File: src/rtl/imu_spi_pkg.sv
// Shared types and command words for the IMU SPI sequencer.
// Optional macro IMU_PITCH_RD_EN adds the pitch-rate read states.
package imu_spi_pkg;

    // Configuration writes (READ bit 15 clear)
    localparam logic [15:0] CMD_CFG_INT  = 16'h0D02;  // interrupt on data ready
    localparam logic [15:0] CMD_CFG_GYRO = 16'h1160;  // gyro 416 Hz, 250 dps
    localparam logic [15:0] CMD_CFG_CTRL = 16'h1440;  // auto-increment / rounding

    // Register reads (READ bit 15 set, address in [14:8])
    localparam logic [15:0] CMD_RD_YAWL  = 16'hA600;
    localparam logic [15:0] CMD_RD_YAWH  = 16'hA700;
    localparam logic [15:0] CMD_RD_PITL  = 16'hA200;
    localparam logic [15:0] CMD_RD_PITH  = 16'hA300;

    typedef enum logic [3:0] {
        PWR_WAIT,
        CFG0,
        CFG1,
        CFG2,
        WAIT_INT,
        RD_YL,
        RD_YH
`ifdef IMU_PITCH_RD_EN
        ,
        RD_PL,
        RD_PH
`endif
    } imu_state_e;

    // Command word issued on entry to a state; zero for states without SPI traffic
    function automatic logic [15:0] state_cmd(input imu_state_e s);
        logic [15:0] c;
        case (s)
            CFG0:    c = CMD_CFG_INT;
            CFG1:    c = CMD_CFG_GYRO;
            CFG2:    c = CMD_CFG_CTRL;
            RD_YL:   c = CMD_RD_YAWL;
            RD_YH:   c = CMD_RD_YAWH;
`ifdef IMU_PITCH_RD_EN
            RD_PL:   c = CMD_RD_PITL;
            RD_PH:   c = CMD_RD_PITH;
`endif
            default: c = '0;
        endcase
        return c;
    endfunction

    // Every SPI command word is non-zero, so a non-zero command marks an SPI state
    function automatic logic is_spi_state(input imu_state_e s);
        return state_cmd(s) != '0;
    endfunction

endpackage

File: src/rtl/imu_spi_seq_if.sv
// Handshake between the IMU sequencer and the 16-bit SPI master.
interface imu_spi_seq_if;
    logic        wrt;
    logic [15:0] cmd;
    logic        done;
    logic [15:0] rd_data;

    // Sequencer side: issues commands, consumes completion and read data
    modport master (
        output wrt,
        output cmd,
        input  done,
        input  rd_data
    );

    // SPI master side
    modport slave (
        input  wrt,
        input  cmd,
        output done,
        output rd_data
    );
endinterface

File: src/rtl/sync_edge_det.sv
// Two-flop synchroniser plus a history flop giving a rising-edge pulse.
module sync_edge_det (
    input  logic clk,
    input  logic rst_n,
    input  logic d,
    output logic rise
);

    logic s1_q, s1_d;
    logic s2_q, s2_d;
    logic prev_q, prev_d;

    // Shift the asynchronous input through the synchroniser chain
    always_comb begin
        s1_d   = d;
        s2_d   = s1_q;
        prev_d = s2_q;
    end

    // Synchroniser and history registers
    always_ff @(posedge clk or negedge rst_n) begin
        if (!rst_n) begin
            s1_q   <= 1'b0;
            s2_q   <= 1'b0;
            prev_q <= 1'b0;
        end else begin
            s1_q   <= s1_d;
            s2_q   <= s2_d;
            prev_q <= prev_d;
        end
    end

    assign rise = s2_q & ~prev_q;

endmodule

File: src/rtl/imu_spi_seq.sv
// IMU SPI sequencer: power-up wait, three configuration writes, then
// yaw-rate reads on each data-ready interrupt.
// Optional macro IMU_PITCH_RD_EN: also read pitch rate and strobe vld once
// after both rates are captured.
module imu_spi_seq
    import imu_spi_pkg::*;
#(
    parameter int unsigned TMR_W = 16
) (
    input  logic                 clk,
    input  logic                 rst_n,
    input  logic                 INT,
    imu_spi_seq_if.master        spi,
    output logic [15:0]          yaw_rt,
    output logic                 vld,
    output logic [15:0]          pitch_rt,
    output logic                 cfg_done
);

    localparam logic [TMR_W-1:0] TMR_ONE = {{(TMR_W-1){1'b0}}, 1'b1};

    imu_state_e       state_q, state_d;
    logic [TMR_W-1:0] timer_q, timer_d;
    logic             done_q, done_d;
    logic             wrt_q, wrt_d;
    logic [15:0]      cmd_q, cmd_d;
    logic             vld_q, vld_d;
    logic [15:0]      yaw_q, yaw_d;
    logic [7:0]       yawl_q, yawl_d;
    logic             cfg_done_q, cfg_done_d;
`ifdef IMU_PITCH_RD_EN
    logic [7:0]       yawh_q, yawh_d;
    logic [7:0]       pitl_q, pitl_d;
    logic [15:0]      pitch_q, pitch_d;
`endif

    logic       int_rise;
    logic       done_rise;
    logic [7:0] rd_lo;
    logic       unused_rd_hi;

    sync_edge_det u_int_sync (
        .clk   (clk),
        .rst_n (rst_n),
        .d     (INT),
        .rise  (int_rise)
    );

    assign done_rise    = spi.done & ~done_q;
    assign rd_lo        = spi.rd_data[7:0];
    assign unused_rd_hi = ^spi.rd_data[15:8];

    // Next-state, command and capture logic for the sequencer
    always_comb begin
        state_d    = state_q;
        timer_d    = timer_q;
        done_d     = spi.done;
        wrt_d      = 1'b0;
        cmd_d      = cmd_q;
        vld_d      = 1'b0;
        yaw_d      = yaw_q;
        yawl_d     = yawl_q;
        cfg_done_d = cfg_done_q;
`ifdef IMU_PITCH_RD_EN
        yawh_d     = yawh_q;
        pitl_d     = pitl_q;
        pitch_d    = pitch_q;
`endif
        unique case (state_q)
            PWR_WAIT: begin
                timer_d = timer_q + TMR_ONE;
                if (&timer_q) begin
                    timer_d = '0;
                    state_d = CFG0;
                end
            end
            CFG0:     if (done_rise) state_d = CFG1;
            CFG1:     if (done_rise) state_d = CFG2;
            CFG2: begin
                if (done_rise) begin
                    state_d    = WAIT_INT;
                    cfg_done_d = 1'b1;
                end
            end
            WAIT_INT: if (int_rise) state_d = RD_YL;
            RD_YL: begin
                if (done_rise) begin
                    yawl_d  = rd_lo;
                    state_d = RD_YH;
                end
            end
`ifdef IMU_PITCH_RD_EN
            // Yaw is held back so both rates update together with one vld
            RD_YH: begin
                if (done_rise) begin
                    yawh_d  = rd_lo;
                    state_d = RD_PL;
                end
            end
            RD_PL: begin
                if (done_rise) begin
                    pitl_d  = rd_lo;
                    state_d = RD_PH;
                end
            end
            RD_PH: begin
                if (done_rise) begin
                    yaw_d   = {yawh_q, yawl_q};
                    pitch_d = {rd_lo, pitl_q};
                    vld_d   = 1'b1;
                    state_d = WAIT_INT;
                end
            end
`else
            RD_YH: begin
                if (done_rise) begin
                    yaw_d   = {rd_lo, yawl_q};
                    vld_d   = 1'b1;
                    state_d = WAIT_INT;
                end
            end
`endif
            default: state_d = PWR_WAIT;
        endcase

        // Single point that launches a transaction on entry to any SPI state
        if ((state_d != state_q) && is_spi_state(state_d)) begin
            wrt_d = 1'b1;
            cmd_d = state_cmd(state_d);
        end
    end

    // All sequencer state and registered outputs
    always_ff @(posedge clk or negedge rst_n) begin
        if (!rst_n) begin
            state_q    <= PWR_WAIT;
            timer_q    <= '0;
            done_q     <= 1'b0;
            wrt_q      <= 1'b0;
            cmd_q      <= '0;
            vld_q      <= 1'b0;
            yaw_q      <= '0;
            yawl_q     <= '0;
            cfg_done_q <= 1'b0;
`ifdef IMU_PITCH_RD_EN
            yawh_q     <= '0;
            pitl_q     <= '0;
            pitch_q    <= '0;
`endif
        end else begin
            state_q    <= state_d;
            timer_q    <= timer_d;
            done_q     <= done_d;
            wrt_q      <= wrt_d;
            cmd_q      <= cmd_d;
            vld_q      <= vld_d;
            yaw_q      <= yaw_d;
            yawl_q     <= yawl_d;
            cfg_done_q <= cfg_done_d;
`ifdef IMU_PITCH_RD_EN
            yawh_q     <= yawh_d;
            pitl_q     <= pitl_d;
            pitch_q    <= pitch_d;
`endif
        end
    end

    assign spi.wrt  = wrt_q;
    assign spi.cmd  = cmd_q;
    assign vld      = vld_q;
    assign yaw_rt   = yaw_q;
    assign cfg_done = cfg_done_q;
`ifdef IMU_PITCH_RD_EN
    assign pitch_rt = pitch_q;
`else
    assign pitch_rt = '0;
`endif

endmodule

File: src/flat_wrapper.sv
// flat-port wrapper written by rule: the top's interface ports become plain ports
module imu_spi_seq_flat import imu_spi_pkg::*;
#(
    parameter int unsigned TMR_W = 16
)
  (clk, rst_n, INT, yaw_rt, vld, pitch_rt, cfg_done, spi_wrt, spi_cmd, spi_done, spi_rd_data);
  imu_spi_seq_if spi_i ();
  input  logic clk;
  input  logic rst_n;
  input  logic INT;
  output logic [15:0] yaw_rt;
  output logic vld;
  output logic [15:0] pitch_rt;
  output logic cfg_done;
  output wire logic [$bits(spi_i.wrt)-1:0] spi_wrt;
  output wire logic [$bits(spi_i.cmd)-1:0] spi_cmd;
  input wire logic [$bits(spi_i.done)-1:0] spi_done;
  input wire logic [$bits(spi_i.rd_data)-1:0] spi_rd_data;
  assign spi_wrt = spi_i.wrt;
  assign spi_cmd = spi_i.cmd;
  assign spi_i.done = spi_done;
  assign spi_i.rd_data = spi_rd_data;
  imu_spi_seq #(.TMR_W(TMR_W)) u_core (.clk(clk), .rst_n(rst_n), .INT(INT), .spi(spi_i), .yaw_rt(yaw_rt), .vld(vld), .pitch_rt(pitch_rt), .cfg_done(cfg_done));
endmodule
File: config.mk
export PLATFORM = sky130hd
export DESIGN_NAME = imu_spi_seq_flat
export DESIGN_NICKNAME = d
export VERILOG_FILES = /design/src/rtl/imu_spi_pkg.sv /design/src/rtl/imu_spi_seq_if.sv /design/src/rtl/sync_edge_det.sv /design/src/rtl/imu_spi_seq.sv /design/src/flat_wrapper.sv
export SDC_FILE = /design/constraint.sdc
export NUM_CORES = 1
export LEC_CHECK = 0
export ABC_AREA = 1
export BUFFER_PORTS_ARGS = -buffer_cell sky130_fd_sc_hd__buf_2
export CORE_ASPECT_RATIO = 1.75
export CORE_UTILIZATION = 30
export DETAILED_ROUTE_END_ITERATION = 8
export PLACE_DENSITY = 0.52
export SYNTH_ARGS = -nofsm -noshare
export SYNTH_HDL_FRONTEND = slang
export SYNTH_HIERARCHICAL = 1
export SYNTH_SLANG_ARGS = --single-unit
File: constraint.sdc
create_clock -name clk -period 2.09 [get_ports clk]
set_input_delay 0.209 -clock clk [delete_from_list [all_inputs] [get_ports clk]]
set_output_delay 0.209 -clock clk [all_outputs]
set_load 0.005 [all_outputs]
==> impl_metrics.tcl, run 1 <==
set metrics [dict create \
    status "complete, no violations" \
    cts_setup_buffers 0 \
    ctsLongestPathBuffers 2 \
    numPortBuffers 40 \
    fill_cells 936 \
    cts_root_buffer "clkbuf_16" \
    die_w_um 74.8 \
    cap_violations 0 \
    synth_most_common_cell "nand2_1" \
    wl_um 5240 \
    grtUsageTotal_pct 12.7 \
    drive_above_1_share_pct 23.7 \
    fp.coreArea_um2 9040 \
    power_uw 2990 \
    hp-class "in -> reg" \
    grt_pass1_wl_um 9190 \
    grt_overflow 0 \
    start_util_pct 30.8 \
    power_per_cell_area_nw_per_um2 885 \
    cts_buffers 9 \
    whs_path_depth 1 \
    antennaDiodeCount 0 \
    avgViaCountPerCell 4.14 \
    p_leak_uw 0.00186 \
    synth_edf_count 0 \
    cts_tree "built" \
    netlist_area_um2 2780 \
    multiInputGateArea_um2 1090 \
    finalSetupTns_ns 0 \
    synth_cell_type_count 31 \
    slew-limit-headroom_pct 55.2 \
    netlist_top_cells_count "95 x nand2_1, 57 x dfrtp_1, 30 x inv_1" \
    synth_area_leaders "dfrtp_1 51%, nand2_1 13%, buf_4 7.0%" \
    first_global_vias 2091 \
    firstDrtPassIters 4 \
    vdd_ir_drop_max_mv 0.418 \
    routedWlPerCell_um 10.6 \
    gp_congestion 0.827 \
    yosysTopAreaCell "dfrtp_1" \
    route.detailed.drc 0 \
    reg2reg_depth 10 \
    cp_max_fo 6 \
    placed_area_um2 3030 \
    clock-sinks 57 \
    netlist.area_leader.share_pct 51.3 \
    fin_crit_ns 1.76 \
    critical_path.startpoint_type "register" \
    die_h_um 129 \
    tightest_slew_ns 0.671 \
    register_area_um2 1430 \
    grt_max_degree 38 \
    setup_violations 0 \
    cp.required_ns 2.30 \
    path_clk_slew_ns 0.05 \
    synthFlopType "dfrtp_1" \
    hold_violations 0 \
    insertion_delay_ns 0.32 \
    syn_avg_cell_area_um2 8.70 \
    async_reset_ff_share_pct 100 \
    post-route-period-util_pct 84.0 \
    skew_ns 0.00719 \
    final_max_slew_viol_count 0 \
    vias 2037 \
    htreeDepth 3 \
    rows 46 \
    fin_nets 389 \
    postRouteAntennaNets 0 \
    io_pins 71 \
    dp.final_hpwl_um 3850 \
    holdWs_ns 0.0153 \
    crit_path_end_kind "register" \
    finalInstanceArea_um2 3380 \
    rsz0062_at_grt "no" \
    critPathArrivalTime_ns 1.96 \
    worstSetupPathType "reg -> reg" \
    yosys_warnings 6 \
    dieArea_um2 9680 \
    area_delta_synth_final_pct 21.5 \
    syn_inst 320 \
    fmax_mhz 570 \
    ys_seq_area_share_pct 51.3 \
    antenna_found_initial 0 \
    ys_ff_latch 57 \
    drtIter0Drc 63 \
]
[sequential cells by signal (all words and copies together) (netlist names), 4 cells and up]
signal and flops:
u_core/spi.cmd 6, u_core/timer_q 16, u_core/yaw_rt 16, u_core/state_q 4, u_core/yawl_q 8
[metal layers]
metal / global-route usage (%) / wire length [µm]
met5: 0 / 0
met4: 9.32 / 126
met3: 3.58 / 272
met2: 20.9 / 2680
met1: 13.6 / 2160
[layout by cell type (no fill, tap or decap), types with 3 or more instances in the layout]
| master | n |
|---|---|
| nand2_1 | 95 |
| dfrtp_1 | 57 |
| buf_2 | 40 |
| inv_1 | 30 |
| o21ai_0 | 23 |
| conb_1 | 23 |
| nor2_1 | 20 |
| nand3_1 | 11 |
| clkbuf_16 | 9 |
| a21oi_1 | 7 |
| nor2_2 | 6 |
| nor2_4 | 5 |
| nand2_2 | 5 |
| inv_2 | 4 |
| nand2_4 | 4 |
| nand3_2 | 4 |
| xor2_1 | 4 |
| clkbuf_8 | 3 |
[final cells by class]
class / count / area share (%)
clock inverter: 2 / 1.78
multi-input combinational: 221 / 32.3
inverter: 34 / 3.77
sequential: 57 / 42.2
clock buffer: 13 / 7.99
timing repair buffer: 45 / 7.55
tap: 120 / 4.44
[metrics by stage]
stage                     cells  setup slack [ns]  util (%)
after CTS                   492             0.310      37.4
after floorplan             342             0.511         -
final                       492             0.335      37.4
after detailed placement    475             0.330      33.5
after global routing        492             0.141      37.4
after global placement      475             0.358      33.5
[power by group]
| part | internal, µW | switching [µW] |
|---|---|---|
| sequential | 1170 | 53.1 |
| combinational | 67.4 | 113 |
| clock | 1130 | 460 |
[timing repair]
action / CTS / global route
gates resized for setup: 0 / 0
hold buffers: 2 / 0
endpoints found under the hold margin: 21 / 0
endpoints found under the setup margin: 0 / 0
[worst paths after layout]
check	from	end	slack [ns]
max in group asynchronous	rst_n	u_core/yaw_rt[4]$_DFFE_PN0P_	1.11
min in group asynchronous	rst_n	u_core/timer_q[13]$_DFFE_PN0P_	0.40
worst max register to register	u_core/timer_q[0]$_DFFE_PN0P_	u_core/spi.cmd[10]$_DFFE_PN0P_	0.33
worst min-delay path	spi_done	u_core/done_q$_DFF_PN0_	0.02
worst min register to register	u_core/u_int_sync/s1_q$_DFF_PN0_	u_core/u_int_sync/prev_d$_DFF_PN0_	0.35
worst max-delay path	u_core/timer_q[0]$_DFFE_PN0P_	u_core/spi.cmd[10]$_DFFE_PN0P_	0.33
[worst max-delay path, cell delays in order, from the launching register on]
cell and delay (ns):
dfrtp_1 0.38, ha_1 0.19, nand3_1 0.17, nor2_4 0.21, nand3_2 0.13, nand3_2 0.14, nand2_1 0.06, nand2_1 0.08
nand2_2 0.09, o21ai_0 0.10, nand2_1 0.07
[cells by family after synthesis]
group                      share of synthesized area, %
AOI/OAI and AO/OA                                  6.61
xor gates and xnor gates                           1.57
adders and majority gates                         0.450
buffers and inverters                              12.5
DFF                                                51.3
other                                             0.135
and+or+nand+nor                                    27.5
No activity file was read; power rests on OpenSTA's default activity.
==> inputs of run 2 (changes only) <==
--- a/config.mk
+++ b/config.mk
@@ -5,7 +5,7 @@
 export SDC_FILE = /design/constraint.sdc
 export NUM_CORES = 1
 export LEC_CHECK = 0
-export ABC_AREA = 1
+export ABC_AREA = 0
 export BUFFER_PORTS_ARGS = -buffer_cell sky130_fd_sc_hd__buf_2
 export CORE_ASPECT_RATIO = 1.75
 export CORE_UTILIZATION = 30
==> constraint.sdc (replaced) <==
create_clock -name clk -period 1.69 [get_ports clk]
set_input_delay 0.169 -clock clk [delete_from_list [all_inputs] [get_ports clk]]
set_output_delay 0.169 -clock clk [all_outputs]
set_load 0.005 [all_outputs]
==> run 2 against run 1 <==
The run now ends with setup timing left. Final cell count decreased by 1.8%. Non-clock buffer count grew 37. Clock power increased by 36%. Critical endpoint is now u_core/spi.cmd[13]$_DFFE_PN0P_.
==> impl_metrics.tcl, run 2 <==
set metrics [dict create \
    grt_pass1_wl_um 9440 \
    met1_length_um 2340 \
    ys_ff_latch 57 \
    crit_chain "ha_2 -> nand4_1 -> or4_4 -> nor2_8 -> nor2b_2 -> a221o_1" \
    start_util_pct 30.9 \
    fp.coreArea_um2 8610 \
    cts_tree "built" \
    vdd_ir_drop_max_mv 0.708 \
    power_per_cell_area_nw_per_um2 1130 \
    critical_path.startpoint_type "register" \
    synth-xor-area-share_pct 3.95 \
    critPathTopFamily "simple AND/OR/NAND/NOR gates" \
    rrSetupSlack_ns -0.08 \
    async_reset_ff_share_pct 100 \
    grt_overflow 0 \
    rsz0062_at_grt "yes" \
    htreeDepth 3 \
    worstSetupPathType "reg -> reg" \
    io_pins 71 \
    drive_above_1_share_pct 30.6 \
    synth_fa_ha_area_share_pct 0.470 \
    cp_slowest_cell "or4_4" \
    final_max_slew_viol_count 0 \
    yosys_warnings 6 \
    antenna_found_initial 0 \
    grt_max_degree 58 \
    gp_congestion 0.817 \
    synth_edf_count 0 \
    cp.required_ns 1.89 \
    syn_avg_cell_area_um2 9.50 \
    wl_met2_um 3070 \
    ys_seq_area_share_pct 53.6 \
    wl_met3_um 186 \
    route.detailed.drc 0 \
    grtUsageTotal_pct 13.5 \
    postRouteAntennaNets 0 \
    finalInstanceArea_um2 3590 \
    clock-sinks 57 \
    cp_num_buf_inv 0 \
    place_ws_ns -0.0615 \
    synthMuxAreaShare_pct 0 \
    firstDrtPassIters 4 \
    skew_ns 0.00703 \
    netlist_area_um2 2660 \
    dp.final_hpwl_um 4110 \
    fin_crit_ns 1.77 \
    die_h_um 127 \
    yosysTopAreaCell "dfrtp_1" \
    netlist.area_leader.share_pct 53.6 \
    numPortBuffers 40 \
    fin_nets 382 \
    post-route-period-util_pct 105 \
    vias 2048 \
    final_common_cell "nand2_1" \
    cp_max_fo 4 \
    cpPeakStageDelay_ns 0.49 \
    area_delta_synth_final_pct 34.7 \
    status "finished with violations" \
    synth-compound-area-share_pct 7.43 \
    violations "setup timing" \
    setup_ws_ns -0.0811 \
    cts_root_buffer "clkbuf_16" \
    synth_most_common_cell "nand2_1" \
    synthFlopType "dfrtp_1" \
    p_leak_uw 0.00189 \
    maxUsedRoutingLayer "met4" \
    yosys.area_share.simple_pct 24.6 \
    drtIter0Drc 80 \
    cap_violations 0 \
    ctsLongestPathBuffers 2 \
    insertion_delay_ns 0.32 \
    placed_area_um2 3150 \
    dieArea_um2 9270 \
    routedWlPerCell_um 11.8 \
    synth_area_leaders "dfrtp_1 54%, nand2_1 12%, buf_4 7.3%" \
    antennaDiodeCount 0 \
    path_clk_slew_ns 0.05 \
    syn_inst 280 \
    synth_top_family_by_area "simple AND/OR/NAND/NOR gates" \
    hold_violations 0 \
    final_cell_mix "86 x nand2_1, 57 x dfrtp_1, 40 x buf_2" \
    netlist_top_cells_count "86 x nand2_1, 57 x dfrtp_1, 26 x buf_4" \
    avgViaCountPerCell 4.24 \
    crit_path_end_kind "register" \
    fmax_mhz 565 \
    die_w_um 73.2 \
    synth_cell_type_count 45 \
    rows 45 \
    critPathArrivalTime_ns 1.97 \
    first_global_vias 2079 \
    wl_um 5680 \
    hp-class "in -> reg" \
    setup_violations 9 \
    cts_buffers 9 \
]
## run 2: changes by cell type after synthesis, sizes merged, moves of 3 or more
cell    before  now
nand4        1    5
inv         34    7
nor2b        0    4
nor2        31   17
nand3       15    6
o21ai       24    4
clkbuf       1    6
xnor2        1    9
nand2      104   86
nand2b       0    3
nor4         0    3
## run 2: final timing paths
check                                                       from                            endpoint  cells past startpoint
worst max-delay path               u_core/timer_q[0]$_DFFE_PN0P_      u_core/spi.cmd[13]$_DFFE_PN0P_                      6
worst min-delay path                                    spi_done             u_core/done_q$_DFF_PN0_                      1
worst max register to register     u_core/timer_q[0]$_DFFE_PN0P_      u_core/spi.cmd[13]$_DFFE_PN0P_                      6
worst min register to register  u_core/u_int_sync/s1_q$_DFF_PN0_  u_core/u_int_sync/prev_d$_DFF_PN0_                      0
max in group asynchronous                                  rst_n            u_core/spi.wrt$_DFF_PN0_                      3
min in group asynchronous                                  rst_n      u_core/timer_q[14]$_DFFE_PN0P_                      3
## run 2: cells by family (layout without fill, tap and decap cells)
logic type | after synthesis | count (layout)
compound gates | 29 | 29
xor+xnor | 12 | 12
fa+ha+maj | 1 | 1
buf+inv | 43 | 107
flops | 57 | 57
other cells | 1 | 23
simple gates | 137 | 137
## run 2: what timing repair did
| action | 4_1_cts | 5_1_grt |
|---|---|---|
| hold buffers | 2 | 0 |
| endpoints found under the hold margin | 58 | 0 |
| resized for setup | 2 | 7 |
| gates cloned | 0 | 0 |
| buffers inserted | 1 | 3 |
| setup endpoints to repair | 14 | 17 |
| pin swaps | 0 | 0 |
## run 2: final cells by class
type	count	area, µm²
fillers	877	5030
flip-flops and latches	57	1430
multi-input cells	202	1080
repair buffers	82	533
clock buffers	12	267
well taps	117	146
clock inverters	4	97.6
inverters	9	35.0
## run 2: through the flow
step / cells / TNS, ns / power (µW) / utilization, % / hold slack [ns]
4_1_cts: 480 / -0.260 / 4090 / 41.1 / 0.0268
5_1_grt: 483 / -1.61 / 4220 / 41.6 / 0.0297
3_5_place_dp: 461 / -0.224 / 1890 / 36.5 / 0.200
6_report: 483 / -0.288 / 4050 / 41.6 / 0.0381
3_3_place_gp: 461 / -0.0784 / 1880 / 36.5 / 0.199
2_1_floorplan: 302 / -0.0918 / 1750 / - / -0.127
## run 2: layer usage
metal | GRT usage [%] | up-vias
met1 | 14.1 | 967
met2 | 24.3 | 46
met5 | 0 | -
met4 | 6.92 | 0
met3 | 3.34 | 6
li1 | - | 1029
## run 2: where the power goes
group / leakage, µW / total, µW / internal (µW) / switching (µW)
Clock: 0.000175 / 2170 / 1560 / 608
Combinational: 0.000953 / 358 / 180 / 178
Sequential: 0.000764 / 1530 / 1460 / 69.7
## run 2: worst reg2reg max path, stage by stage (launching register included)
cell and delay, ns:
dfrtp_1 0.36, ha_2 0.18, nand4_1 0.09, or4_4 0.49, nor2_8 0.16, nor2b_2 0.06, a221o_1 0.31
